File: src/rtl/ram_bist_pkg.sv
// ram_bist_pkg: shared FSM states, error counter width and march expected-word helper
package ram_bist_pkg;
    typedef enum logic [2:0] {IDLE, W0, R0, W1, R1, DONE} state_t;
    localparam int ERR_CNT_W = 8;
    function automatic logic [63:0] exp_word(input logic [63:0] bg, input logic [63:0] a, input logic inv);
        return inv ? ~(bg ^ a) : (bg ^ a);
    endfunction
endpackage

File: src/rtl/ram_bist_mux.sv
// ram_bist_mux: combinational RAM port select between system and BIST sources
module ram_bist_mux #(
    parameter int WIDTH = 8,
    parameter int AW = 1
) (
    input  logic             sel,
    input  logic [AW-1:0]    sys_addr,
    input  logic [WIDTH-1:0] sys_d,
    input  logic             sys_we,
    input  logic [AW-1:0]    bist_addr,
    input  logic [WIDTH-1:0] bist_d,
    input  logic             bist_we,
    output logic [AW-1:0]    ram_addr,
    output logic [WIDTH-1:0] ram_d,
    output logic             ram_we
);
    assign ram_addr = sel ? bist_addr : sys_addr;
    assign ram_d    = sel ? bist_d : sys_d;
    assign ram_we   = sel ? bist_we : sys_we;
endmodule

File: src/rtl/ram_bist_ctrl.sv
// ram_bist_ctrl: march BIST FSM, comparator and RAM access mux; RAM_BIST_ERRLOG_EN adds first-fail capture
module ram_bist_ctrl
    import ram_bist_pkg::*;
#(
    parameter int WIDTH = 8,
    parameter int DEPTH = 2,
    parameter int AW = 1,
    parameter logic [WIDTH-1:0] BG = 8'h55
) (
    input  logic                 clk,
    input  logic                 rst,
    input  logic                 start,
    input  logic [AW-1:0]        sys_addr,
    input  logic [WIDTH-1:0]     sys_d,
    input  logic                 sys_we,
    output logic [WIDTH-1:0]     sys_q,
    output logic [AW-1:0]        ram_addr,
    output logic [WIDTH-1:0]     ram_d,
    output logic                 ram_we,
    input  logic [WIDTH-1:0]     ram_q,
    output logic                 busy,
    output logic                 done,
    output logic                 pass,
    output logic [ERR_CNT_W-1:0] err_count
`ifdef RAM_BIST_ERRLOG_EN
    ,
    output logic [AW-1:0]        first_fail_addr,
    output logic [WIDTH-1:0]     first_fail_data
`endif
);
    state_t state, state_nxt;
    logic [AW-1:0] addr_cnt;
    logic [WIDTH-1:0] e;
    logic last, miss, go;
    assign busy = state inside {W0, R0, W1, R1};
    assign done = state == DONE;
    assign pass = done && err_count == '0;
    assign sys_q = ram_q;
    assign go = !busy && start;
    assign last = addr_cnt == AW'(DEPTH - 1);
    assign e = WIDTH'(exp_word(64'(BG), 64'(addr_cnt), state inside {W1, R1}));
    assign miss = (state inside {R0, R1}) && ram_q != e;
    // enum order makes state+1 the next march phase, R1+1 landing on DONE
    always_comb begin
        state_nxt = busy ? (last ? state_t'(state + 3'd1) : state) : (go ? W0 : state);
    end
    always_ff @(posedge clk) begin
        if (rst) begin
            state     <= IDLE;
            addr_cnt  <= '0;
            err_count <= '0;
        end else begin
            state     <= state_nxt;
            addr_cnt  <= busy && !last ? addr_cnt + 1'b1 : '0;
            err_count <= go ? '0 : (miss && err_count != '1) ? err_count + 1'b1 : err_count;
        end
    end
`ifdef RAM_BIST_ERRLOG_EN
    always_ff @(posedge clk) begin
        if (rst || go) begin
            first_fail_addr <= '0;
            first_fail_data <= '0;
        end else if (miss && err_count == '0) begin
            first_fail_addr <= addr_cnt;
            first_fail_data <= ram_q;
        end
    end
`endif
    ram_bist_mux #(.WIDTH(WIDTH), .AW(AW)) u_mux (
        .sel       (busy),
        .sys_addr  (sys_addr),
        .sys_d     (sys_d),
        .sys_we    (sys_we),
        .bist_addr (addr_cnt),
        .bist_d    (e),
        .bist_we   (state inside {W0, W1}),
        .ram_addr  (ram_addr),
        .ram_d     (ram_d),
        .ram_we    (ram_we)
    );
endmodule

File: config.mk
export PLATFORM = sky130hd
export DESIGN_NAME = ram_bist_ctrl
export DESIGN_NICKNAME = d
export VERILOG_FILES = /design/src/rtl/ram_bist_pkg.sv /design/src/rtl/ram_bist_mux.sv /design/src/rtl/ram_bist_ctrl.sv
export SDC_FILE = /design/constraint.sdc
export NUM_CORES = 1
export LEC_CHECK = 0
export BUFFER_PORTS_ARGS = -buffer_cell sky130_fd_sc_hd__buf_2
export CORE_UTILIZATION = 30
export CTS_CLUSTER_DIAMETER = 50
export DETAILED_ROUTE_END_ITERATION = 16
export RECOVER_POWER = 50
export SETUP_SLACK_MARGIN = 0.05
export SLEW_MARGIN = 20
export SYNTH_ARGS = -nofsm -noshare
export SYNTH_HDL_FRONTEND = slang
export SYNTH_HIERARCHICAL = 1
export SYNTH_SLANG_ARGS = --single-unit
File: constraint.sdc
create_clock -name clk -period 2.3 [get_ports clk]
set_input_delay 0 -clock clk [delete_from_list [all_inputs] [get_ports clk]]
set_output_delay 0 -clock clk [all_outputs]
set_load 0.005 [all_outputs]
==> impl_results.md <==
* Pwr dens at 362.4 nW/um^2
* Unrepaired setup endpoints after global routing: false
* Cell types occupying the most area after synthesis: sky130_fd_sc_hd__dfxtp_1 (22%), sky130_fd_sc_hd__mux2_4 (14%), sky130_fd_sc_hd__ha_1 (9.1%), sky130_fd_sc_hd__buf_4 (6.2%), sky130_fd_sc_hd__mux2i_1 (4.6%)
* Num Clock Sinks at 12
* Number of buffers added by the clock tree synthesis step at 3
* Total GRT Usage at about an eighth
* Full die area at 3904 um^2
* Clock tree root driver cell: sky130_fd_sc_hd__clkbuf_4
* Filler-free cell count of the finished design at 218
* Final weighted congestion of routability-driven global placement at 0.8387
* Post-Syn Area at 1097 um^2
* Type of element launching the critical path: flip-flop
* First drt pass iteration count at 4
* Diode insertion count for antenna repair at 0
* Top-area cell type share of the netlist area at a little over a fifth
* Top cell types by occurrence after synthesis: sky130_fd_sc_hd__dfxtp_1 (12), sky130_fd_sc_hd__mux2_4 (10), sky130_fd_sc_hd__a21oi_1 (9), sky130_fd_sc_hd__buf_4 (9), sky130_fd_sc_hd__nand2_1 (9)
* Sum Neg Setup Slack at 0 ns
* Maximum number of pins on one net before global-route repair at 12
* Path type of the worst setup path: reg2reg
* Count of flip-flops with a built-in enable after synthesis at 0
* Largest area contributor in the netlist: sky130_fd_sc_hd__dfxtp_1
* Number of rows in the core area at 21
* Outcome: finished, final reports clean
* Worst clock skew at 0.004371 ns
* Worst hold-check path type: in2reg
* First-pass GRT wire length at 4.278 mm
* TritonCTS clock tree: built
* Share of async-settable or async-resettable flops after synthesis at 0%
* Internal Dissipation at 0.3603 mW
* Final routed wire length divided by cell count at 12.56 um
* Number of nets in the layout at 203
* Sw power at 0.1521 mW
* Share of total power in the clock network at 26.1%
* Synthesized instance count at ~120
* Vias post-DR at roughly 1.1k
* DRC marker count from the first detailed-route iteration at 14
* Data arrival time of the critical path at 2.34 ns
* Clk slew on worst S/H paths at 0.08 ns
* DRC at 0
* Num ports at 50
* Syn Nets at 152
* Number of setup violations in the final report at 0
* Max Clock Freq at 0.4682 GHz
* Number of global-route vias before repair at 979
* Number of different library cells in the post-synthesis netlist at 37
* Placed Instances at 210
* Comb pwr share at between 30% and 40%
* Routed wire length at around 2.7 mm
* Number of H-tree levels at 1
* Sequential group share of total power at 42.5%
* Power, Total at 0.5124 mW
* Starting density of the core at around 32%
* Most common cell in the synthesized netlist: sky130_fd_sc_hd__dfxtp_1
* Max-cap viol count at 0
* Final hold viol count at 0
* Utilization after layout at a little over 40%
* Standby leakage power at between 0.6 and 0.7 nW
* Yosys warns at 6
* Area of all placed cells without fillers at 1414 um^2
* HPWL Detailed at 2.048 mm
* Post-Place Cell Area at 1333 um^2
* Grt total ovfl at 0
* Number of storage elements in the synthesis netlist at 12
* Number of buffers added on ports at 49
* Die boundary width at 62.48 um
* Synthesized area divided by synthesized cell count at 8.921 um^2
* Sw Ratio at 29.68%
* Required time at the worst-slack endpoint at about 2.5 ns
* Area of the core region at 3416 um^2
* Dominant register cell in the synthesized netlist: sky130_fd_sc_hd__dfxtp_1
* CP Capture Type: flip-flop
* Drt via density at 5.023
* Tightest Pin Transition at 0.4586 ns
* Crit share post-route at 92.86%
* Clock network latency to the later pin of the worst-skew pair at 0.28 ns
* Fraction of final layout cells sized beyond drive strength 1 at 44.77%
* Number of antenna violations at the first check in global routing at 0
* Slew headroom at approximately 70%
* Bufs on Longest Clock Path at 2
* Peak fanout along the critical path at 6
* Area growth from synthesis to layout at 28.85%
* Sequential-to-total area share from yosys stat at 21.89%
* Die boundary height at 62.48 um
* Maximum resistive drop on vdd at 0.0002645 V
* Remaining antenna violation count after routing at 0
* Max Slew Vio Count at 0
* Final worst path period need at about 2.1 ns
area by class of cell:
| class | count | area, um^2 |
|---|---|---|
| Timing Repair Buffer | 56 | 289.0 |
| Inverter | 8 | 30.03 |
| Clock buffer | 3 | 22.52 |
| Sequential cell | 12 | 242.7 |
| Fill cell | 351 | 2002 |
| Multi-Input combinational cell | 93 | 772.0 |
| Tap cell | 46 | 57.56 |
layout by cell type (no fill, tap or decap), types with 3 or more instances in the layout:
cell,instances
sky130_fd_sc_hd__o21ai_0,4
sky130_fd_sc_hd__nor2_1,6
sky130_fd_sc_hd__mux2_4,10
sky130_fd_sc_hd__nand3_1,4
sky130_fd_sc_hd__ha_1,7
sky130_fd_sc_hd__or3_2,3
sky130_fd_sc_hd__clkbuf_4,3
sky130_fd_sc_hd__nand4_1,4
sky130_fd_sc_hd__buf_4,6
sky130_fd_sc_hd__a21oi_1,9
sky130_fd_sc_hd__dfxtp_1,10
sky130_fd_sc_hd__or2_2,3
sky130_fd_sc_hd__buf_2,40
sky130_fd_sc_hd__or4_1,3
sky130_fd_sc_hd__inv_1,8
sky130_fd_sc_hd__mux2i_1,4
sky130_fd_sc_hd__nand2_1,9
sky130_fd_sc_hd__clkbuf_1,9
sequential cells by signal, summed over array words and instances (netlist names):
signal     count
err_count      8
state          3
addr_cnt       1
logic make-up (layout without fill, tap and decap cells):
group | count (synthesis) | in the layout | synth area share (%)
AOI/OAI and AO/OA | 25 | 26 | 14.94
xor gates and xnor gates | 1 | 1 | 0.7983
adders and majority gates | 8 | 8 | 9.122
buffers and inverters | 19 | 67 | 10.95
DFF | 12 | 12 | 21.89
muxes | 18 | 18 | 22.35
and+or+nand+nor | 40 | 40 | 19.96
critical path: stages, from the launching register on:
cell and delay, ns:
sky130_fd_sc_hd__dfxtp_2 0.37, sky130_fd_sc_hd__inv_1 0.10, sky130_fd_sc_hd__ha_2 0.24, sky130_fd_sc_hd__mux2i_4 0.25, sky130_fd_sc_hd__buf_4 0.16, sky130_fd_sc_hd__mux2i_1 0.10, sky130_fd_sc_hd__o211a_2 0.17, sky130_fd_sc_hd__buf_4 0.16
sky130_fd_sc_hd__or3_1 0.35, sky130_fd_sc_hd__a21oi_1 0.16
metal layers:
metal  share of wire, %  up-vias  track usage [%]
li1                   -      542                -
met1                 45      500            15.69
met2                 46       53            23.64
met3                8.8        0            4.015
met4                  0        0            2.326
met5                  0        -                0
worst paths after layout:
kind | startpoint | depth (start not counted) | end | slack [ns]
max reg2reg | state[0]$_SDFFE_PP0P_ | 9 | err_count[0]$_SDFFE_PP0P_ | 0.16
max | state[0]$_SDFFE_PP0P_ | 9 | err_count[0]$_SDFFE_PP0P_ | 0.16
min | start | 3 | err_count[7]$_SDFFE_PP0P_ | 0.18
min reg2reg | err_count[6]$_SDFFE_PP0P_ | 2 | err_count[6]$_SDFFE_PP0P_ | 0.51
metrics by stage:
stage | hold slack, ns | setup slack (ns)
floorplan | 0.07193 | 0.3395
global placement | 0.1855 | 0.1757
detailed placement | 0.1879 | 0.02778
CTS | 0.1657 | 0.06060
global route | 0.1819 | 0.04958
finish | 0.1791 | 0.1641
repair_timing:
item,CTS,global route
gates resized for setup,3,6
pin swaps,0,1
gates cloned,0,1
setup buffers,0,3
endpoints found under the hold margin,4,0
setup endpoints to repair,12,16
hold buffers,1,0
power groups by stage:
stage	Sequential [mW]	Combinational, mW	Clock, mW
global route	0.218	0.175	0.149
floorplan	0.220	0.107	0
detailed placement	0.222	0.155	0
global placement	0.221	0.152	0
CTS	0.217	0.157	0.138
finish	0.218	0.161	0.134
Note: power is estimated with default switching activity, not from simulation.
